===== src/rtl/cpu_run_controller_pkg.sv =====
// ============================================================================
// Module   : cpu_run_controller_pkg
// Purpose  : Command and run-state encodings shared by the run controller.
// Revision : 1.0 - initial release
// ============================================================================
`default_nettype none

package cpu_run_controller_pkg;

    localparam logic [2:0] CMD_STOP       = 3'd0;
    localparam logic [2:0] CMD_STEP_CYCLE = 3'd1;
    localparam logic [2:0] CMD_STEP_INSTR = 3'd2;
    localparam logic [2:0] CMD_RUN        = 3'd3;
    localparam logic [2:0] CMD_RUN_N      = 3'd4;

    typedef enum logic [2:0] {
        ST_HALTED   = 3'd0,
        ST_STEP_CYC = 3'd1,
        ST_STEP_INS = 3'd2,
        ST_RUN      = 3'd3,
        ST_RUN_N    = 3'd4
    } run_state_e;

endpackage

`default_nettype wire


===== src/rtl/cpu_run_controller_bp_match.sv =====
// ============================================================================
// Module   : bp_match
// Purpose  : PC breakpoint comparator array with lowest-index priority encode.
// Revision : 1.0 - initial release
// ============================================================================
`default_nettype none

module bp_match #(
    parameter int PC_WIDTH = 32,
    parameter int NUM_BP   = 2
) (
    input  logic [NUM_BP*PC_WIDTH-1:0] bpAddr,
    input  logic [NUM_BP-1:0]          bpEnable,
    input  logic [PC_WIDTH-1:0]        pcIn,
    output logic                       anyHit,
    output logic [2:0]                 hitIndex
);

    logic [NUM_BP-1:0] w_match;

    generate
        for (genvar gi = 0; gi < NUM_BP; gi++) begin : g_cmp
            assign w_match[gi] = bpEnable[gi] &&
                                 (bpAddr[gi*PC_WIDTH +: PC_WIDTH] == pcIn);
        end
    endgenerate

    assign anyHit = |w_match;

    // Scan downward so the lowest matching index is the last one written.
    always_comb begin
        hitIndex = 3'd0;
        for (int i = NUM_BP - 1; i >= 0; i--) begin
            if (w_match[i]) begin
                hitIndex = 3'(i);
            end
        end
    end

endmodule

`default_nettype wire


===== src/rtl/cpu_run_controller.sv =====
// ============================================================================
// Module   : cpu_run_controller
// Purpose  : Clock-enable run controller: halt, step, run, run-N, breakpoints.
// Revision : 1.0 - initial release
// ============================================================================
`default_nettype none

module cpu_run_controller
    import cpu_run_controller_pkg::*;
#(
    parameter int PC_WIDTH    = 32,
    parameter int STATE_WIDTH = 4,
    parameter int FETCH_STATE = 0,
    parameter int CNT_WIDTH   = 16,
    parameter int NUM_BP      = 2
) (
    input  logic                       clk,
    input  logic                       rst,
    input  logic                       cmdValid,
    input  logic [2:0]                 cmd,
    input  logic [CNT_WIDTH-1:0]       runCount,
    input  logic [NUM_BP*PC_WIDTH-1:0] bpAddr,
    input  logic [NUM_BP-1:0]          bpEnable,
    input  logic [PC_WIDTH-1:0]        pcIn,
    input  logic [STATE_WIDTH-1:0]     cpuState,
    output logic                       cpuEn,
    output logic                       halted,
    output logic                       bpHit,
    output logic [2:0]                 bpIndex,
    output logic [CNT_WIDTH-1:0]       cycleCount
);

    run_state_e           state_q, state_d;
    logic [CNT_WIDTH-1:0] remain_q, remain_d;
    logic                 started_q, started_d;
    logic                 bpHit_q, bpHit_d;
    logic [2:0]           bpIndex_q, bpIndex_d;
    logic [CNT_WIDTH-1:0] cycleCount_q, cycleCount_d;

    logic       w_anyHit;
    logic [2:0] w_hitIndex;
    logic       w_atFetch;
    logic       w_bpStop;
    logic       w_stopNow;
    logic       w_stopCmd;
    logic       w_startCmd;

    bp_match #(
        .PC_WIDTH (PC_WIDTH),
        .NUM_BP   (NUM_BP)
    ) u_bp_match (
        .bpAddr   (bpAddr),
        .bpEnable (bpEnable),
        .pcIn     (pcIn),
        .anyHit   (w_anyHit),
        .hitIndex (w_hitIndex)
    );

    // The first enabled cycle after a resume never checks, so a halt at a
    // breakpoint PC does not immediately re-trigger.
    assign w_atFetch  = started_q && (cpuState == STATE_WIDTH'(FETCH_STATE));
    assign w_bpStop   = w_atFetch && w_anyHit;
    assign w_stopNow  = w_atFetch && ((state_q == ST_STEP_INS) || w_anyHit);
    assign w_stopCmd  = cmdValid && (cmd == CMD_STOP);
    assign w_startCmd = cmdValid && (cmd >= CMD_STEP_CYCLE) && (cmd <= CMD_RUN_N);

    always_ff @(posedge clk) begin
        if (rst) begin
            state_q      <= ST_HALTED;
            remain_q     <= '0;
            started_q    <= 1'b0;
            bpHit_q      <= 1'b0;
            bpIndex_q    <= 3'd0;
            cycleCount_q <= '0;
        end else begin
            state_q      <= state_d;
            remain_q     <= remain_d;
            started_q    <= started_d;
            bpHit_q      <= bpHit_d;
            bpIndex_q    <= bpIndex_d;
            cycleCount_q <= cycleCount_d;
        end
    end

    always_comb begin
        state_d      = state_q;
        remain_d     = remain_q;
        started_d    = started_q | cpuEn;
        bpHit_d      = bpHit_q;
        bpIndex_d    = bpIndex_q;
        cycleCount_d = cycleCount_q + {{(CNT_WIDTH-1){1'b0}}, cpuEn};

        if ((state_q == ST_RUN_N) && cpuEn) begin
            remain_d = remain_q - CNT_WIDTH'(1);
        end

        if (w_stopCmd) begin
            state_d = ST_HALTED;
        end else begin
            case (state_q)
                ST_HALTED: begin
                    if (w_startCmd) begin
                        started_d = 1'b0;
                        bpHit_d   = 1'b0;
                        bpIndex_d = 3'd0;
                        case (cmd)
                            CMD_STEP_CYCLE: state_d = ST_STEP_CYC;
                            CMD_STEP_INSTR: state_d = ST_STEP_INS;
                            CMD_RUN:        state_d = ST_RUN;
                            default: begin
                                state_d  = ST_RUN_N;
                                remain_d = runCount;
                            end
                        endcase
                    end
                end
                ST_STEP_CYC: begin
                    state_d = ST_HALTED;
                end
                ST_STEP_INS, ST_RUN: begin
                    if (w_stopNow) begin
                        state_d = ST_HALTED;
                    end
                end
                ST_RUN_N: begin
                    if ((remain_q == '0) || w_bpStop) begin
                        state_d = ST_HALTED;
                    end
                end
                default: begin
                    state_d = ST_HALTED;
                end
            endcase

            if ((state_q != ST_HALTED) && (state_q != ST_STEP_CYC) && w_bpStop) begin
                bpHit_d   = 1'b1;
                bpIndex_d = w_hitIndex;
            end
        end
    end

    always_comb begin
        cpuEn = 1'b0;
        if (!rst && !w_stopCmd) begin
            case (state_q)
                ST_STEP_CYC:         cpuEn = 1'b1;
                ST_STEP_INS, ST_RUN: cpuEn = !w_stopNow;
                ST_RUN_N:            cpuEn = (remain_q != '0) && !w_bpStop;
                default:             cpuEn = 1'b0;
            endcase
        end
    end

    assign halted     = (state_q == ST_HALTED);
    assign bpHit      = bpHit_q;
    assign bpIndex    = bpIndex_q;
    assign cycleCount = cycleCount_q;

endmodule

`default_nettype wire


===== config.mk =====
export PLATFORM = sky130hd
export DESIGN_NAME = cpu_run_controller
export DESIGN_NICKNAME = d
export VERILOG_FILES = /design/src/rtl/cpu_run_controller_pkg.sv /design/src/rtl/cpu_run_controller_bp_match.sv /design/src/rtl/cpu_run_controller.sv
export SDC_FILE = /design/constraint.sdc
export NUM_CORES = 1
export LEC_CHECK = 0
export ABC_AREA = 1
export CAP_MARGIN = 10
export CELL_PAD_IN_SITES_DETAIL_PLACEMENT = 1
export CELL_PAD_IN_SITES_GLOBAL_PLACEMENT = 2
export CORE_MARGIN = 2
export CORE_UTILIZATION = 20
export DETAILED_ROUTE_END_ITERATION = 10
export PLACE_DENSITY = 0.88
export SLEW_MARGIN = 30
export SYNTH_ARGS = -nofsm -noshare
export SYNTH_HDL_FRONTEND = slang
export SYNTH_SLANG_ARGS = --single-unit

===== constraint.sdc =====
create_clock -name clk -period 2.8 [get_ports clk]
set_input_delay 0.28 -clock clk [delete_from_list [all_inputs] [get_ports clk]]
set_output_delay 0.28 -clock clk [all_outputs]
set_load 0.02 [all_outputs]

# Word-level counts from Yosys, hierarchy flattened
# Index checks and enable logic that the tools add are counted.
# op_classes
add_sub_neg	2
n_lt_le_gt_ge	2
n_eq_ne	13
mux	23
bitwise_logic	2
reduce_logical	33
# ops
cell	count
$mux W16	5
$eq A32 B32 Y1	2
$mux W3	6
$pmux W3 S3	2
$add A16 B1 Y16	1
$logic_not A16 Y1	1
$reduce_bool A16 Y1	1
$sub A16 B1 Y16 const B	1
$logic_and A1 B1 Y1	13
$eq A3 B2 Y1 const B	4
$mux W1	9
$eq A3 B1 Y1 const B	2
$logic_not A3 Y1	2
$reduce_and A3 Y1	2
$reduce_or A2 Y1	3
$logic_not A1 Y1	4
$logic_not A4 Y1	1
$ne A2 B1 Y1 const B	2
$reduce_bool A2 Y1	2
$eq A3 B3 Y1 const B	1
$ge A3 B1 Y1 const B	1
$le A3 B3 Y1 const B	1
$ne A3 B1 Y1 const B	1
$pmux W1 S3	1
other kinds (6)	7
# word_totals
reg_bits	40
inputBits	124
output_inout_bits	22
word_cells	81

# Depth between registers and ports, before layout
# logic_depth
word_depth	14
ltp_mapped	24

# Hierarchy
# From an unflattened synthesis, not the netlist that was laid out.
# hier_totals
cells_unflattened	640
hier_area_um2	3601.0
# by_module_without_submodules
module	n_inst	cells_per_inst	area_per_inst_um2	seq_area_each_um2
cpu_run_controller	1	375	2453.6	800.8
bp_match	1	265	1147.4	0.0

# Worst setup path before layout
# OpenSTA, ideal clock, no wires.
# synth_path
path_kind	register -> register
startpoint	register remain_q[0]
endpoint	register cycleCount_q[12] (netlist: cycleCount[12])
setup_time_ns	0.119
t_arrival_ns	2.903
t_required_ns	2.681
setup_slack_ns	-0.222
stages_incl_launch_ff	23
path_buffers	0
cell_sequence	dfxtp_1 > inv_1 > ha_1 > inv_1 > nor3_4 > nand2_2 > nor2_2 > nand4_1 > o21ai_1 > nand2_1 > nand2_4 > a21oi_4 > ha_1 > ha_1 > nand2_1 > nor2_1 > nand3_1 > nor3_1 > nand2_1 > nor2_1 > nand2_1 > nor3b_1 > nor3_1
# synth_between
elab_chain_cells	5
# synth_rtl
element	line	rtl
start, declared	cpu_run_controller.sv:34	logic [CNT_WIDTH-1:0] remain_q, remain_d;
start signal, assigned	cpu_run_controller.sv:77	remain_q <= remain_d;
$reduce_bool A16 Y1	cpu_run_controller.sv:148	ST_RUN_N: cpuEn = (remain_q != '0) && !w_bpStop;
$logic_and A1 B1 Y1	cpu_run_controller.sv:148	
$pmux W1 S3	cpu_run_controller.sv:145	case (state_q)
$mux W1	cpu_run_controller.sv:144	if (!rst && !w_stopCmd) begin
net cpuEn	cpu_run_controller.sv:26	output logic cpuEn,
$add A16 B1 Y16	cpu_run_controller.sv:91	cycleCount_d = cycleCount_q + {{(CNT_WIDTH-1){1'b0}}, cpuEn};
end signal, assigned	cpu_run_controller.sv:81	cycleCount_q <= cycleCount_d;
end, declared	cpu_run_controller.sv:38	logic [CNT_WIDTH-1:0] cycleCount_q, cycleCount_d;
# The timed path passes the listed nets, and every way through them passes these cells.
# A chain may end at the register's enable or synchronous reset.

# Worst setup path in the final report
# layout_path
startpoint	register remain_q[0]
endpoint	register cycleCount_q[15] (netlist: cycleCount[15])
# layout_between
elab_chain_cells	5
# layout_rtl
element	line
$reduce_bool A16 Y1	cpu_run_controller.sv:148
$logic_and A1 B1 Y1	cpu_run_controller.sv:148
$pmux W1 S3	cpu_run_controller.sv:145
$mux W1	cpu_run_controller.sv:144
$add A16 B1 Y16	cpu_run_controller.sv:91
# Every way passes these cells.

==> flow_summary.toml <==
[status]
status = "finished, violations left"
violations = "setup timing"

[clock_tree]
clk_latency_ns = 0.28
cts_hold_buf = 0
cts_buffers = 5
clockBufferDepth = 2
root_buffer = "clkbuf_16"
cts_tree = "done"
cts.sinks = 38
clkTransAtPathRegs_ns = 0.06
htree_levels = 2

[place]
port_buffers = 143
place.gp.congestion = 0.9414
place_area_um2 = 6775
post-dp-hpwl_um = 16580

[worst_hold_path]
hold_path.startpoint = "bpHit$_SDFFE_PP0P_"
hp-class = "reg -> reg"
hold_end = "bpHit$_SDFFE_PP0P_"
whs_path_depth = 2

[synth]
yosysWarnings = 0
postSynthAreaPerCell_um2 = 5.496
seq_area_frac_synth_pct = 18.99
yosys.area.top_type = "nand2_1"
synthCells = 729
synth.area.top_cells = "nand2_1 22%, dfxtp_1 19%, inv_1 12%"
synth_top_area_share_pct = 21.92
synth.cell_area_um2 = 4006
ys_ff_latch = 38
synth_cell_types = 41

[worst_setup_path]
path_class = "reg -> reg"
ff2ff_setup_slack_ns = -0.08
path_max_fanout = 2
reg2reg_to = "cycleCount[15]$_SDFF_PP0_"
r2r_start = "remain_q[0]$_SDFF_PP0_"
cp.arrival_ns = 3.09
rr_worst_depth = 22
startpoint_type = "flop"
endpoint_kind = "flop"
worstPathRequired_ns = 3.02

[sta]
final-hold-violation-count = 0
layout_worst_path_cycle_share_pct = 102.7
maxSlewViolCount = 0
setup_viol = 2
skew_ns = 0.002963
rsz0062_at_grt = "yes"
fin_ws_ns = -0.07682
finalCriticalPeriod_ns = 2.877
max_freq_ghz = 0.3476

[drt]
firstDrtPassIters = 4
via_count = 5912
postRouteAntennaNets = 0
wl_per_cell_um = 15.61
avgViaCountPerCell = 4.396
finalWirelength_um = 21000
drc_errors = 0
drt-initial-drc-count = 246

[global_route]
antenna_found_initial = 0
grt_max_degree = 30
grt_first_pass_wirelength_um = 33080
grt_overflow = 0
grt_usage_pct = 19.49
grt_pass1_vias = 6408

[power]
power.leakage_nw = 4.156
p_per_area_nw_per_um2 = 415.3
ir_worst_vdd_mv = 0.2538

[finish]
final_cell_mix = "210 x buf_4, 204 x nand2_1, 117 x inv_1, 82 x dlygate4sd2_1, 72 x nor2_1"
areaGrowthSynthToFinish_pct = 91.91
drive_above_1_share_pct = 29.63
design_area_um2 = 7689
diodes = 0
fin_nets = 1207
final_common_cell = "buf_4"
fin_util_pct = 39.25

[die]
die_x_um = 145.5
core-area_um2 = 19590
io_pins = 146
die_area_um2 = 21180
die_y_um = 145.5
rows = 51
start_util_pct = 20.45

[job]
max_cap_viol_count = 0
worst max-delay path by stage:
| stage | start | end | slack [ns] | cells after the start |
|---|---|---|---|---|
| 3_5_place_dp | pcIn[4] | cycleCount[15]$_SDFF_PP0_ | -0.64 | 22 |
| 6_report | remain_q[0]$_SDFF_PP0_ | cycleCount[15]$_SDFF_PP0_ | -0.08 | 22 |
| 4_1_cts | remain_q[0]$_SDFF_PP0_ | cycleCount[15]$_SDFF_PP0_ | -0.10 | 22 |
| 3_3_place_gp | pcIn[4] | cycleCount[14]$_SDFF_PP0_ | -0.52 | 22 |
| 5_1_grt | remain_q[0]$_SDFF_PP0_ | cycleCount[15]$_SDFF_PP0_ | -0.28 | 22 |
| 2_1_floorplan | remain_q[0]$_SDFF_PP0_ | cycleCount[15]$_SDFF_PP0_ | -0.05 | 22 |
worst max-delay path, stage by stage (launching register included):
cell     delay (ns)
dfxtp_2        0.33
inv_2          0.05
ha_4           0.17
inv_4          0.06
nor3_4         0.04
nand2_2        0.11
nor2_4         0.05
nand4_1        0.07
o21ai_1        0.07
nand2_1        0.13
nand2_4        0.07
a21oi_4        0.17
ha_4           0.18
nand3_4        0.09
nor3_4         0.17
nand3_2        0.14
nor3_4         0.17
nand4_1        0.18
nor2_2         0.18
nand2_2        0.10
nor2_4         0.11
o21ai_2        0.05
a21oi_1        0.11
cell usage after synthesis, drive strengths merged:
master	n
nand2	241
inv	129
nor2	83
nand3	43
dfxtp	38
nand4	34
o21ai	31
nor3	26
xnor2	15
a21oi	14
o21bai	13
or2	12
xor2	11
clkbuf	6
nand3b	5
nor4	5
buf	4
a31oi	3
and3	3
ha	3
nor3b	3
a211oi	1
a21boi	1
and2	1
conb	1
o2111ai	1
o21a	1
o22ai	1
final cells by class:
| type | instances | area [um2] |
|---|---|---|
| flip-flops and latches | 38 | 763.2 |
| clock buffers | 6 | 138.9 |
| fillers | 2577 | 11900 |
| clock inverters | 1 | 30.03 |
| multi-input cells | 553 | 3038 |
| inverters | 129 | 486.7 |
| well taps | 265 | 331.6 |
| repair buffers | 353 | 2900 |
power by group:
part	switching [W]	internal, W	total, W	leakage (nW)
clock network	0.000227	0.000440	0.000667	0.0829
registers	0.0000848	0.000618	0.000703	0.309
logic	0.000943	0.000881	0.00182	3.76
per-layer routing:
metal | vias up | track usage, % | share of wire (%)
met5 | - | 0 | 0
met4 | 0 | 4.167 | 2.0
met3 | 28 | 2.602 | 4.1
met2 | 120 | 34.83 | 49
met1 | 2773 | 24.99 | 45
li1 | 2991 | - | -
through the flow:
stage	cells	worst slack, ns	hold WS, ns	setup TNS, ns	power (W)
6_report	1345	-0.07682	0.4772	-0.08129	0.003193
5_1_grt	1345	-0.2796	0.5188	-1.016	0.003436
4_1_cts	1340	-0.1046	0.4667	-0.1296	0.003113
3_5_place_dp	1260	-0.6391	0.4550	-4.045	0.002333
3_3_place_gp	1260	-0.5213	0.4505	-3.195	0.002304
2_1_floorplan	730	-0.05121	0.3491	-0.1421	0.001582
sequential cells by signal, indices dropped and copies added (netlist names):
register	flops
cycleCount	16
remain_q	16
state_q	3
bpHit	1
bpIndex	1
started_q	1
kinds of logic after synthesis:
kind of cell | synth area share [%]
AND/OR/NAND/NOR | 50.97
XOR/XNOR | 5.684
other | 0.09360
adder cells (fa/ha/maj) | 0.9370
flip-flops | 18.99
AO/OA/AOI/OAI | 9.744
buffers and inverters | 13.58
repair_timing:
action	in CTS	in global routing
setup buffers	74	8
setup endpoints to repair	7	10
endpoints found under the hold margin	0	0
resized for setup	141	34
pin swaps	51	30
No activity file was read; power rests on OpenSTA's default activity.
==> patch 1, RTL diff (config.mk and constraints unchanged) <==
`STATE_WIDTH`: 4 -> 6.
--- a/src/rtl/cpu_run_controller.sv
+++ b/src/rtl/cpu_run_controller.sv
@@ -10,5 +10,5 @@
 #(
     parameter int PC_WIDTH    = 32,
-    parameter int STATE_WIDTH = 4,
+    parameter int STATE_WIDTH = 6,
     parameter int FETCH_STATE = 0,
     parameter int CNT_WIDTH   = 16,
Ports: changed (resized cpuState); port bits go from 146 to 148. No check against the original RTL was run, so the function may have changed too.
==> patch 1 against the unedited design <==
The run still ends with negative setup slack left; synthesized area up 0.81%; hold slack worse by 7.0 ps; die area up 0.79%; worst setup slack better by 66 ps; via count up 5.8%; routed wire length up 11%; power down 4.2%; cell area up 2.7%; sequential cell count unchanged; largest cell class unchanged; largest power group unchanged.
==> patch 1: results (changes against the unedited design) <==
Placement
  • Dpl hpwl: 16200 µm (-2.3%)
  • # port buffers: 145 (+1.4%)
  • GP Congestion: 0.961 (+2.1%)

Detailed routing
  • M1 WL: 9730 µm (+2.3%)
  • Vias/cell: 4.56 (+3.8%)
  • Drt initial violations: 227 (-7.7%)
  • DR WL met2: 11300 µm (+11%)
  • Met3 wire len: 1220 µm (+43%)

Layout
  • Diode count: 0 (unchanged)
  • Reg area: 763 µm² (unchanged)
  • Share of post-route cells with drive strength above 1: 0.404 (+0.107)
  • Area of the multi-input gates: 3210 µm² (+5.7%)
  • Final net count: 1233 (+2.2%)
  • Non-clk bufs: 366 (+3.7%)
  • Multi-In Gates: 554 (+0.18%)
  • Signal buf overhead: 0.368 (-0.00911)
  • Filler cells: 2602 (+0.97%)
  • Inverters: 139 (+7.8%)

Setup path
  • Max incr delay on CP: 280 ps (-50 ps)
  • Critical Path Sink: cycleCount[14]$_SDFF_PP0_
  • Worst Setup SP: bpAddr[49]
  • Crit Path Max Fanout: 3 (+1)
  • Worst R2R Setup Slack: 50 ps (+130 ps)
  • Critical-path top delay cell: dlygate4sd2_1
  • Arrival @ worst endpoint: 2990 ps (-100 ps)

GRT
  • Met1 usage: 0.243 (-0.00734)
  • M2 GR Usage: 0.349 (+0.000951)
  • Number of global-route vias before repair: 6491 (+1.3%)
  • Global-route wire length before repair: 33800 µm (+2.2%)
  • Total track usage: 0.200 (+0.00464)
  • Pin count of the biggest net entering global routing: 29 (-3.3%)
  • GR Layer Usage met3: 0.0425 (+0.0165)

STA
  • Worst slew margin: 0.609
  • Final worst slack: -10.4 ps (+66.4 ps)
  • Final setup violation count: 1 (-1)
  • Worst Skew: 4.32 ps (+1.35 ps)
  • Fin Hold WS: 470 ps (-7.00 ps)

CTS
  • Post-CTS Setup Bufs: 73 (-1.4%)
  • TritonCTS Buffers: 5 (unchanged)
  • Resized Gates After CTS: 133 (-5.7%)

Yosys
  • Ranking of synthesized cells by area: nand2_1 (21%), dfxtp_1 (19%), inv_1 (12%)
  • Sequential area share after synthesis: 0.188 (-0.00153)
  • Top cells by count, synth: nand2_1 (223), inv_1 (131), nor2_1 (88)
  • Post-synthesis cell type count: 44 (+7.3%)

Pwr
  • Lkg Pwr: 4.27 nW (+2.6%)
  • P_seq: 0.000665 W (-5.4%)
  • Comb power frac: 0.590 (+0.019)
  • Sw Ratio: 0.414 (+0.0211)
  • VDD IR-drop max: 0.319 mV (+26%)

Run status
  • Status: finished, violations left
  • Failing checks: negative setup slack

Min path
  • Number of stages on the worst hold path: 2 (unchanged)
## patch 1: through the flow
| step | area [µm²] | total power, W | cells | setup TNS, ps | setup slack [ps] |
|---|---|---|---|---|---|
| after CTS | 7540 | 0.00292 | 1351 | -32.7 | -32.7 |
| final | 7890 | 0.00306 | 1370 | -10.4 | -10.4 |
| after detailed placement | 6780 | 0.00222 | 1270 | -3670 | -630 |
| after floorplan | 4090 | 0.00150 | 742 | -34.2 | -34.2 |
| after global placement | 6780 | 0.00219 | 1270 | -2820 | -522 |
| after global routing | 7890 | 0.00329 | 1370 | -284 | -173 |
## patch 1: kinds of logic (layout without fill, tap and decap cells)
logic type	count (synthesis)	in the layout	synth area share
simple gates	451	451	0.493
xor+xnor	25	25	0.0561
compound gates	73	73	0.107
buf+inv	150	513	0.145
other cells	1	2	0.000928
flops	38	38	0.188
fa+ha+maj	3	3	0.00929
==> patch 2, RTL diff (config.mk and constraints unchanged) <==
Without the edit above. Register the output `halted`, with the module's reset; this adds one clock of latency there. The other outputs are not delayed to match.
--- a/src/rtl/cpu_run_controller.sv
+++ b/src/rtl/cpu_run_controller.sv
@@ -152,5 +152,11 @@
     end
 
-    assign halted     = (state_q == ST_HALTED);
+    always_ff @(posedge clk) begin
+        if (rst) begin
+            halted <= '0;
+        end else begin
+            halted <= (state_q == ST_HALTED);
+        end
+    end
     assign bpHit      = bpHit_q;
     assign bpIndex    = bpIndex_q;
Formal check against the unedited RTL: not equivalent (a bounded check fails within 4 cycles, from zero or initial values and one cycle with rst high).
==> patch 2 against the unedited design <==
The flow still finishes with violations (negative setup slack); power fell by 10%; worst setup slack got worse by 27 ps; sequential cell count rose by 1; synthesized area rose by 3.7%; cell area fell by 0.44%; clock power fell by 8.2%; combinational power fell by 14%; routed wire length fell by 5.8%; largest power group unchanged; highest routed layer unchanged.
==> patch 2: results (changes against the unedited design) <==
STA
  • Setup TNS: -135 ps (-53.4 ps)
  • Final worst slack: -104 ps (-27.1 ps)
  • Worst Skew: 3.42 ps (+0.459 ps)
  • Fin Hold WS: 467 ps (-10.0 ps)
  • Final setup violation count: 3 (+1)

Layout
  • Final net count: 1181 (-2.2%)
  • Share of post-route cells with drive strength above 1: 0.287 (-0.00909)

GRT
  • Met1 usage: 0.233 (-0.0169)
  • Total track usage: 0.178 (-0.0165)
  • Pin count of the biggest net entering global routing: 28 (-6.7%)
  • Global-route wire length before repair: 30900 µm (-6.5%)
  • GR Layer Usage met3: 0.0316 (+0.00558)
  • Number of global-route vias before repair: 6108 (-4.7%)
  • Initial antenna violation count: 1 (+1)

Placement
  • Place WS: -629 ps (+10.2 ps)
  • Post-DP Area: 6930 µm² (+2.3%)
  • Dpl hpwl: 16600 µm (+0.40%)
  • DP Cell Count: 1287 (+2.1%)
  • GP Congestion: 0.932 (-1.0%)

Yosys
  • Synth Area per Inst: 5.58 µm² (+1.6%)
  • Ranking of synthesized cells by area: nand2_1 (21%), dfxtp_1 (19%), inv_1 (10%)
  • Top cells by count, synth: nand2_1 (231), inv_1 (115), nor2_1 (75)
  • Post-synthesis cell type count: 42 (+2.4%)

Min path
  • Number of stages on the worst hold path: 1 (-1)
  • Hold_sp: cycleCount[15]$_SDFF_PP0_
  • Hold Path End: cycleCount[15]$_SDFF_PP0_

Pwr
  • Flop pwr share: 0.241 (+0.021)
  • Lkg Pwr: 4.30 nW (+3.4%)
  • Clk power: 0.000612 W (-8.2%)

Detailed routing
  • Vias: 5767 (-2.5%)
  • Vias/cell: 4.35 (-1.1%)

Run status
  • Status: finished, violations left
  • Failing checks: negative setup slack

Setup path
  • Critical Path Sink: cycleCount[14]$_SDFF_PP0_
  • Max incr delay on CP: 420 ps (+90 ps)
-- patch 2: cell count changes after synthesis, sizes merged, moves of 4 or more --
cell    unedited run  this run
nand2            241       246
o21ai             31        36
nor3              26        30
inv              129       135
nand4             34        28
clkinv             0         4
-- patch 2: final cells by class --
class / count / area [µm²]
timing repair buffer: 312 / 2760
antenna: 1 / 2.50
tap: 270 / 338
clock buffer: 6 / 139
fill: 2661 / 12600
sequential: 39 / 783
multi-input combinational: 557 / 3100
clock inverter: 2 / 16.3
inverter: 139 / 524
-- patch 2: routing by layer --
metal  vias up  share of wire
li1       2950              -
met1      2692           0.45
met2       100           0.48
met3        25          0.048
met4         0          0.021
met5         -              0
-- patch 2: logic make-up after synthesis --
| family | after synthesis | synth area share |
|---|---|---|
| AOI/OAI and AO/OA | 72 | 0.102 |
| xor gates and xnor gates | 25 | 0.0527 |
| adders and majority gates | 3 | 0.00904 |
| buffers and inverters | 149 | 0.143 |
| DFF | 39 | 0.188 |
| other | 1 | 0.000903 |
| and+or+nand+nor | 455 | 0.504 |
